`config.mk`:
```
export PLATFORM = sky130hd
export DESIGN_NAME = out_display_flat
export DESIGN_NICKNAME = d
export VERILOG_FILES = /design/src/rtl/out_display_if.sv /design/src/rtl/out_display.sv /design/src/flat_wrapper.sv
export SDC_FILE = /design/constraint.sdc
export NUM_CORES = 1
export LEC_CHECK = 0
export CAP_MARGIN = 20
export CORE_MARGIN = 5
export CORE_UTILIZATION = 50
export CTS_CLUSTER_DIAMETER = 50
export DETAILED_ROUTE_END_ITERATION = 16
export GPL_TIMING_DRIVEN = 0
export PLACE_DENSITY = 0.77
export REMOVE_ABC_BUFFERS = 1
export SLEW_MARGIN = 10
export SYNTH_ARGS = -nofsm -noshare
export SYNTH_HDL_FRONTEND = slang
export SYNTH_SLANG_ARGS = --single-unit
```
`constraint.sdc`:
```
create_clock -name clk -period 4.6 [get_ports clk]
set_input_delay 1.38 -clock clk [delete_from_list [all_inputs] [get_ports clk]]
set_output_delay 1.38 -clock clk [all_outputs]
set_load 0.01 [all_outputs]
```
`src/rtl/out_display_if.sv`:
```
// Bus between the CPU `out` port and the seven-segment display block.
// master drives the binary value; slave returns BCD, status and display drive.
interface out_display_if #(
    parameter int DATA_WIDTH = 16,
    parameter int DIGITS     = 5
);
    logic [DATA_WIDTH-1:0] value;
    logic [4*DIGITS-1:0]   bcd;
    logic                  done;
    logic                  busy;
    logic [DIGITS-1:0]     an;
    logic [6:0]            seg;

    modport master (output value, input bcd, done, busy, an, seg);
    modport slave  (input value, output bcd, done, busy, an, seg);
endinterface

```
`src/rtl/out_display.sv`:
```
// Binary-to-BCD (sequential double-dabble) converter feeding a multiplexed
// seven-segment scanner with leading-zero blanking.
module out_display #(
    parameter int DATA_WIDTH = 16,
    parameter int DIGITS     = 5,
    parameter int SCAN_DIV   = 1000
) (
    input  logic          clk,
    input  logic          rst_n,
    out_display_if.slave  disp
);
    localparam int BW    = 4 * DIGITS;
    localparam int CNT_W = (DATA_WIDTH > 1) ? $clog2(DATA_WIDTH) : 1;
    localparam int IDX_W = (DIGITS > 1) ? $clog2(DIGITS) : 1;
    localparam int PRE_W = (SCAN_DIV > 1) ? $clog2(SCAN_DIV) : 1;

    typedef enum logic [1:0] {IDLE, CONVERT, DONE} state_e;

    state_e                state_q, state_d;
    logic [DATA_WIDTH-1:0] last_value_q, last_value_d;
    logic [DATA_WIDTH-1:0] shift_q, shift_d;
    logic [BW-1:0]         work_q, work_d, adj;
    logic [BW-1:0]         bcd_q, bcd_d;
    logic [CNT_W-1:0]      cnt_q, cnt_d;
    logic                  done_q, done_d;

    logic [PRE_W-1:0]      pre_q, pre_d;
    logic [IDX_W-1:0]      idx_q, idx_d;
    logic [DIGITS-1:0]     an_q, an_d;
    logic [6:0]            seg_q, seg_d;
    logic [DIGITS-1:0]     blank;
    logic                  hi_zero;

    function automatic logic [6:0] enc(input logic [3:0] n);
        case (n)
            4'd0: enc = 7'h3F;
            4'd1: enc = 7'h06;
            4'd2: enc = 7'h5B;
            4'd3: enc = 7'h4F;
            4'd4: enc = 7'h66;
            4'd5: enc = 7'h6D;
            4'd6: enc = 7'h7D;
            4'd7: enc = 7'h07;
            4'd8: enc = 7'h7F;
            4'd9: enc = 7'h6F;
            default: enc = 7'h00;
        endcase
    endfunction

    // Add-3 correction is taken from the pre-shift work register.
    always_comb begin
        adj = work_q;
        for (int k = 0; k < DIGITS; k++)
            if (work_q[4*k +: 4] >= 4'd5) adj[4*k +: 4] = work_q[4*k +: 4] + 4'd3;
    end

    always_comb begin
        state_d      = state_q;
        last_value_d = last_value_q;
        shift_d      = shift_q;
        work_d       = work_q;
        cnt_d        = cnt_q;
        bcd_d        = bcd_q;
        done_d       = 1'b0;
        case (state_q)
            IDLE: begin
                if (disp.value != last_value_q) begin
                    last_value_d = disp.value;
                    shift_d      = disp.value;
                    work_d       = '0;
                    cnt_d        = '0;
                    state_d      = CONVERT;
                end
            end
            CONVERT: begin
                work_d  = {adj[BW-2:0], shift_q[DATA_WIDTH-1]};
                shift_d = shift_q << 1;
                cnt_d   = cnt_q + 1'b1;
                if (cnt_q == CNT_W'(DATA_WIDTH - 1)) state_d = DONE;
            end
            DONE: begin
                bcd_d   = work_q;
                done_d  = 1'b1;
                state_d = IDLE;
            end
            default: state_d = IDLE;
        endcase
    end

    // A digit is blank when it and every digit above it are zero; units never blank.
    always_comb begin
        blank   = '0;
        hi_zero = 1'b1;
        for (int k = DIGITS - 1; k >= 0; k--) begin
            hi_zero  = hi_zero && (bcd_q[4*k +: 4] == 4'd0);
            blank[k] = hi_zero && (k != 0);
        end
    end

    always_comb begin
        pre_d = pre_q + 1'b1;
        idx_d = idx_q;
        if (pre_q == PRE_W'(SCAN_DIV - 1)) begin
            pre_d = '0;
            idx_d = (idx_q == IDX_W'(DIGITS - 1)) ? '0 : idx_q + 1'b1;
        end
        an_d  = '0;
        seg_d = 7'h00;
        for (int k = 0; k < DIGITS; k++) begin
            if (idx_q == IDX_W'(k)) begin
                an_d[k] = 1'b1;
                seg_d   = blank[k] ? 7'h00 : enc(bcd_q[4*k +: 4]);
            end
        end
    end

    always_ff @(posedge clk or negedge rst_n) begin
        if (!rst_n) begin
            state_q      <= IDLE;
            last_value_q <= '0;
            shift_q      <= '0;
            work_q       <= '0;
            cnt_q        <= '0;
            bcd_q        <= '0;
            done_q       <= 1'b0;
            pre_q        <= '0;
            idx_q        <= '0;
            an_q         <= DIGITS'(1);
            seg_q        <= 7'h3F;
        end else begin
            state_q      <= state_d;
            last_value_q <= last_value_d;
            shift_q      <= shift_d;
            work_q       <= work_d;
            cnt_q        <= cnt_d;
            bcd_q        <= bcd_d;
            done_q       <= done_d;
            pre_q        <= pre_d;
            idx_q        <= idx_d;
            an_q         <= an_d;
            seg_q        <= seg_d;
        end
    end

    assign disp.bcd  = bcd_q;
    assign disp.done = done_q;
    assign disp.busy = (state_q != IDLE);
    assign disp.an   = an_q;
    assign disp.seg  = seg_q;
endmodule

```
`src/flat_wrapper.sv`:
```
// flat-port wrapper written by rule: the top's interface ports become plain ports
module out_display_flat 
#(
    parameter int DATA_WIDTH = 16,
    parameter int DIGITS     = 5,
    parameter int SCAN_DIV   = 1000
)
  (clk, rst_n, disp_value, disp_bcd, disp_done, disp_busy, disp_an, disp_seg);
  out_display_if #(.DATA_WIDTH(DATA_WIDTH), .DIGITS(DIGITS)) disp_i ();
  input  logic clk;
  input  logic rst_n;
  input wire logic [$bits(disp_i.value)-1:0] disp_value;
  output wire logic [$bits(disp_i.bcd)-1:0] disp_bcd;
  output wire logic [$bits(disp_i.done)-1:0] disp_done;
  output wire logic [$bits(disp_i.busy)-1:0] disp_busy;
  output wire logic [$bits(disp_i.an)-1:0] disp_an;
  output wire logic [$bits(disp_i.seg)-1:0] disp_seg;
  assign disp_i.value = disp_value;
  assign disp_bcd = disp_i.bcd;
  assign disp_done = disp_i.done;
  assign disp_busy = disp_i.busy;
  assign disp_an = disp_i.an;
  assign disp_seg = disp_i.seg;
  out_display #(.DATA_WIDTH(DATA_WIDTH), .DIGITS(DIGITS), .SCAN_DIV(SCAN_DIV)) u_core (.clk(clk), .rst_n(rst_n), .disp(disp_i));
endmodule
```
==> Word-level counts from Yosys, hierarchy flattened <==
Memories as Yosys holds them, arrays and structs flattened.
Index checks and enable logic that the tools add are counted.
{ "totals": {"register_bits": 104, "romBits": 560, "out_inout_bits": 34, "word_cells": 85, "mem_count": 5} }
{ "classes": {"add_sub_neg": 8, "n_lt_le_gt_ge": 5, "n_eq_ne": 11, "n_mux": 31, "reduce_logical": 14} }
{ "memory_table": {"columns": ["memory", "depth", "word_bits", "rd", "rd_ports_with_merged_regs", "write_ports", "line", "rtl"], "rows": [
  ["(no name shown)", 16, 7, 1, 0, 0, "out_display.sv:35", "case (n)"],
  ["(no name shown)", 16, 7, 1, 0, 0, "out_display.sv:35", null],
  ["(no name shown)", 16, 7, 1, 0, 0, "out_display.sv:35", null],
  ["(no name shown)", 16, 7, 1, 0, 0, "out_display.sv:35", null],
  ["(no name shown)", 16, 7, 1, 0, 0, "out_display.sv:35", null]
]} }
{ "ops": {"columns": ["cell", "count"], "rows": [
  ["2-to-1 mux 7 bit", 9],
  ["one-hot mux 20 bit (2 select lines)", 1],
  ["one-hot mux 16 bit (2 select lines)", 1],
  ["greater-or-equal comparator 4 x 3 -> 1 bit (second input constant)", 5],
  ["2-to-1 mux 20 bit", 1],
  ["2-to-1 mux 4 bit", 5],
  ["adder 4 x 2 -> 4 bit (second input constant)", 4],
  ["logical NOT 4 bit", 4],
  ["2-to-1 mux 16 bit", 1],
  ["!= test 16 bit", 1],
  ["adder 10 x 1 -> 10 bit (second input constant)", 1],
  ["== test 10 bit (second input constant)", 1],
  ["2-to-1 mux 10 bit", 1],
  ["one-hot mux 4 bit (2 select lines)", 1],
  ["== test 3 x 2 -> 1 bit (second input constant)", 2],
  ["2-to-1 mux 1 bit", 6],
  ["2-to-1 mux 3 bit", 2],
  ["AND reduction 2 bit", 3],
  ["adder 4 x 1 -> 4 bit (second input constant)", 1],
  ["== test 4 bit (second input constant)", 1],
  ["2-to-1 mux 2 bit", 2],
  ["!= test 2 x 1 -> 1 bit (second input constant)", 2],
  ["one-hot mux 2 bit (2 select lines)", 1],
  ["nonzero test 2 bit", 2],
  ["9 further kinds", 11]
]} }

==> Longest topological paths before layout <==
{ "depth": {"ltp_word": 9, "depth_mapped": 7, "ltp_nobuf": 7} }

==> Worst setup path before layout <==
OpenSTA, ideal clock, no wires.
{ "synth_timing": {"path_kind": "input port to flip-flop", "start": "input port disp_value[13]", "end": "register u_core.shift_q[10]", "setup_time_ns": 0.126, "arrival_ns": 2.793, "required_ns": 4.474, "setup_slack_ns": 1.681, "path_stages": 7, "n_path_buf": 2, "path_cell_list": "xnor2_1 nand4_1 nor4_1 nor2_1 clkbuf_1 clkbuf_1 a221o_1"} }
{ "synth_via": {"elab_chain_len": 3} }
{ "synth_rtl": {"columns": ["item", "line", "rtl"], "rows": [
  ["start, declared", "flat_wrapper.sv:12", "input wire logic [$bits(disp_i.value)-1:0] disp_value;"],
  ["!= test 16 bit", "out_display.sv:67", "if (disp.value != last_value_q) begin"],
  ["!= test 2 x 1 -> 1 bit (no line)", null, null],
  ["AND reduction 2 bit (no line)", null, null],
  ["end signal, assigned", "out_display.sv:133", "shift_q <= shift_d;"],
  ["end, declared", "out_display.sv:21", "logic [DATA_WIDTH-1:0] shift_q, shift_d;"]
]} }
No other way between the ends.
A chain may end at the register's enable or synchronous reset.

==> Worst setup path in the final report <==
{ "layout_timing": {"start": "input port disp_value[14]", "end": "register u_core.shift_q[4]"} }
Same word-level chain as after synthesis.

==> metrics.md <==
| Metric | Value |
|---|---|
| Sequential-to-total area share from yosys stat | `44.4%` |
| CP endpoint kind | `flop` |
| Synthesized-area fraction occupied by adder cells | `9.14%` |
| Hold WC Path Type | `reg2reg` |
| IO Port Bufs | `51` |
| Main combinational cell family by area after synthesis | `compound AO/OA/AOI/OAI gates` |
| IO Pins | `52` |
| Area added between synthesis and finish | `16.4%` |
| Antenna Cells | `0` |
| Clock Pin Slew Worst Setup and Hold Paths | `70 ps` |
| Critical Path Max Stage Delay | `570 ps` |
| Flop-to-flop setup slack | `1900 ps` |
| Share of layout cells above drive strength 1 | `11.3%` |
| Delay-heaviest family, CP | `simple AND/OR/NAND/NOR gates` |
| First-pass detailed-route iteration total | `5` |
| CTS Buffer Depth | `2` |
| CP Depth | `7` |
| Row count | `39` |
| Crit-path cells | `clkdlybuf4s50_1 -> xnor2_1 -> nand4_1 -> nor4_1 -> nor2_4 -> buf_16 -> a221o_1` |
| Root buffer selected by CTS | `clkbuf_16` |
| Ys async rst share | `100%` |
| Global-route wire length before repair | `20,700 um` |
| Endpoints failing hold | `0` |
| Critical path origin | `disp_value[14]` |
| Status | `complete, no violations` |
| Post-synth cell types | `59` |
| Max Cap Viol | `0` |
| Slew HR | `33.9%` |
| # setup viols final | `0` |
| Die Y | `119 um` |
| Post-Syn Area | `0.00589 sq mm` |
| Total Power | `4.25 mW` |
| Largest net degree at the start of global routing | `62` |
| Initial Utilization | `51.3%` |
| H-tree levels | `3` |
| Gp weighted congestion | `0.946` |
| Synth Area in Simple Gates | `15.8%` |
| Post-route ant nets | `0` |
| Pwr dens | `620 mW/mm^2` |
| Post-synthesis xor/xnor area fraction | `4.91%` |
| Residual DRC | `0` |
| Drt via density | `5.75` |
| Vias in the first global route | `4,231` |
| Synth top area share | `41.2%` |
| Leakage power total | `2.85 nW` |
| Worst Setup EP | `u_core.shift_q[4]` |
| Worst reg2reg path depth | `7` |
| Slowest-stage cell, CP | `nor4_1` |
| Initial antenna violation count | `0` |
| Top FF cell, synth | `dfrtp_1` |
| Crit Reg-Reg Endpoint | `u_core.disp.seg[0]` |
| Worst-skew pair later-pin latency | `350 ps` |
| Core area | `0.0115 sq mm` |
| Die area | `0.0140 sq mm` |
| CP Launch Type | `input port` |
| DRT iter0 DRCs | `264` |
| CP bufs+invs | `2` |
| Post-synth EDFFs | `0` |
| Drt wl/cell | `15.8 um` |
| Tmin final | `3430 ps` |
| Worst endpoint data arrival time | `3660 ps` |
| Worst path required time | `4830 ps` |
| Post-synthesis mux area share | `4.95%` |
| Flops & latches, synth | `104` |
| Die Wd | `119 um` |
| Slew Limit Fails | `0` |
| Cts repair resizes | `0` |
| Total gr overflow | `0` |
| Compound-Gate Fraction of Synth Area | `16.6%` |
| RSZ-0062 raised after global routing | `false` |
| Syn avg cell area | `10.1 sq um` |
| Cell count after synthesis | `583` |
| CP max FO | `29` |
| Reg2reg start | `u_core.disp.bcd[17]` |
| Number of CTS-inserted buffers | `9` |
| Final Skew | `8.12 ps` |
| Post-CTS Setup Inserts | `0` |
| Fmax | `0.291 GHz` |
| Worst hold slack | `482 ps` |
| WS Path Type | `in2reg` |
| Final net count | `685` |
| Area contributors post-synth | `dfrtp_1 (41%), ha_1 (9.1%), mux2_2 (4.8%)` |
| Final period utilization | `74.6%` |
| Post-synth top area cell | `dfrtp_1` |
| TritonCTS Sinks | `104` |
| Worst-Margin Slew | `989 ps` |
| HPWL reported at the end of detailed placement | `8850 um` |
| Gr usage total | `17.6%` |
| YS warnings | `0` |
| Routed wire length | `12,200 um` |
| VDD IR max | `0.478 mV` |
| TritonCTS clock tree | `yes` |
| Hold buffer count at CTS | `0` |
| DR vias | `4,436` |
## routing by layer
metal  wire length, um  GRT usage, %  vias up
li1                  -             -     2139
met1              5520          23.4     2186
met2              5930          28.6       96
met3               560          5.25       15
met4               184          4.39        0
met5                 0             0        -
## state kept, by name (all words and copies together), names as in the netlist
signal               count
u_core.disp.bcd         20
u_core.state_q           2
u_core.disp.done         1
u_core.disp.an           5
u_core.cnt_q             4
u_core.work_q           20
u_core.pre_q            10
u_core.shift_q          16
u_core.idx_q             3
u_core.last_value_q     16
u_core.disp.seg          7
## cell usage in the layout (no fill, tap or decap), types with 3 or more instances in the layout
| master | instances |
|---|---|
| dfrtp_1 | 97 |
| nand2_1 | 54 |
| clkdlybuf4s50_1 | 50 |
| o21ai_0 | 46 |
| ha_1 | 43 |
| inv_1 | 32 |
| nor2_1 | 26 |
| mux2_2 | 25 |
| xnor2_1 | 24 |
| a21oi_1 | 23 |
| and2_1 | 19 |
| o22ai_1 | 16 |
| a221o_1 | 15 |
| nor2b_1 | 13 |
| nand2b_1 | 11 |
| nand3_1 | 9 |
| xor2_1 | 9 |
| clkbuf_16 | 9 |
| nor3_1 | 7 |
| a31oi_1 | 7 |
| dfstp_2 | 7 |
| o21a_1 | 6 |
| a211oi_1 | 5 |
| nand4_1 | 5 |
| nor4b_1 | 5 |
| o32ai_1 | 4 |
| or2b_2 | 3 |
| o211ai_1 | 3 |
| o31ai_1 | 3 |
## worst min-delay path by stage
stage | startpoint | endpoint | slack [ps] | cells after the start
6_report | u_core.pre_q[0] | u_core.pre_q[0] | 480 | 1
5_1_grt | u_core.pre_q[0] | u_core.pre_q[0] | 500 | 1
4_1_cts | u_core.pre_q[0] | u_core.pre_q[0] | 480 | 1
3_5_place_dp | u_core.pre_q[0] | u_core.pre_q[0] | 470 | 1
3_3_place_gp | u_core.pre_q[0] | u_core.pre_q[0] | 440 | 1
2_1_floorplan | u_core.pre_q[0] | u_core.pre_q[0] | 430 | 1
## worst reg2reg max path, stage by stage, from the launching register on
cell and delay, ps:
dfrtp_1 460, inv_1 160, ha_1 180, or4b_4 510
nor4_4 460, a31oi_4 190, a2111oi_1 500, o22ai_1 130
## power breakdown
group / total (mW) / internal (mW) / switching [mW]
Sequential: 1.61 / 1.28 / 0.336
Combinational: 1.86 / 0.925 / 0.933
Clock: 0.779 / 0.428 / 0.352
## synth_stat cells (2+ instances only)
master      n
nor4_1      2
a21o_1      2
nor2b_1    15
xnor2_1    24
dfstp_2     7
a2111oi_2   2
inv_1      32
nand3_1     9
buf_4       2
nor3_1      7
o32ai_1     4
a31oi_1     7
nand2b_1   12
nand3b_1    2
a311oi_1    2
or3_1       2
buf_1       2
or2b_2      3
xor2_1      9
a221o_1    15
o211ai_1    3
buf_6       2
and2_1     19
a22oi_1     2
nand4_1     5
a21boi_0    2
nand2_1    54
nor2_1     27
o22ai_1    16
a211oi_1    5
o21a_1      6
a21oi_1    23
dfrtp_1    97
or2_2       2
o21ai_0    46
mux2_2     25
ha_1       43
clkbuf_1   18
nor3b_1     2
o31ai_1     3
nor4b_1     5
## per-stage QoR
step	worst slack, ps	util, %	setup TNS, ps	instances	area, sq um
after floorplan	547	-	0	558	5760
after global placement	-1690	56.2	-213470	752	6450
after detailed placement	804	57.1	0	756	6550
after CTS	1170	59.7	0	772	6850
after global routing	1040	59.7	0	772	6850
final	1170	59.7	0	772	6850
## cells by family (layout without fill, tap and decap cells)
group / Yosys count / in the layout
DFF: 104 / 104
and+or+nand+nor: 174 / 174
muxes: 26 / 26
buffers and inverters: 57 / 103
xor gates and xnor gates: 33 / 33
AOI/OAI and AO/OA: 146 / 146
adders and majority gates: 43 / 43
## area by class of cell
| class | count | area (sq um) |
|---|---|---|
| repair buffers | 55 | 593 |
| clock inverters | 7 | 78.8 |
| well taps | 143 | 179 |
| fillers | 969 | 4620 |
| multi-input cells | 422 | 3040 |
| flip-flops and latches | 104 | 2610 |
| inverters | 32 | 120 |
| clock buffers | 9 | 225 |
No activity file was read; power rests on OpenSTA's default activity.
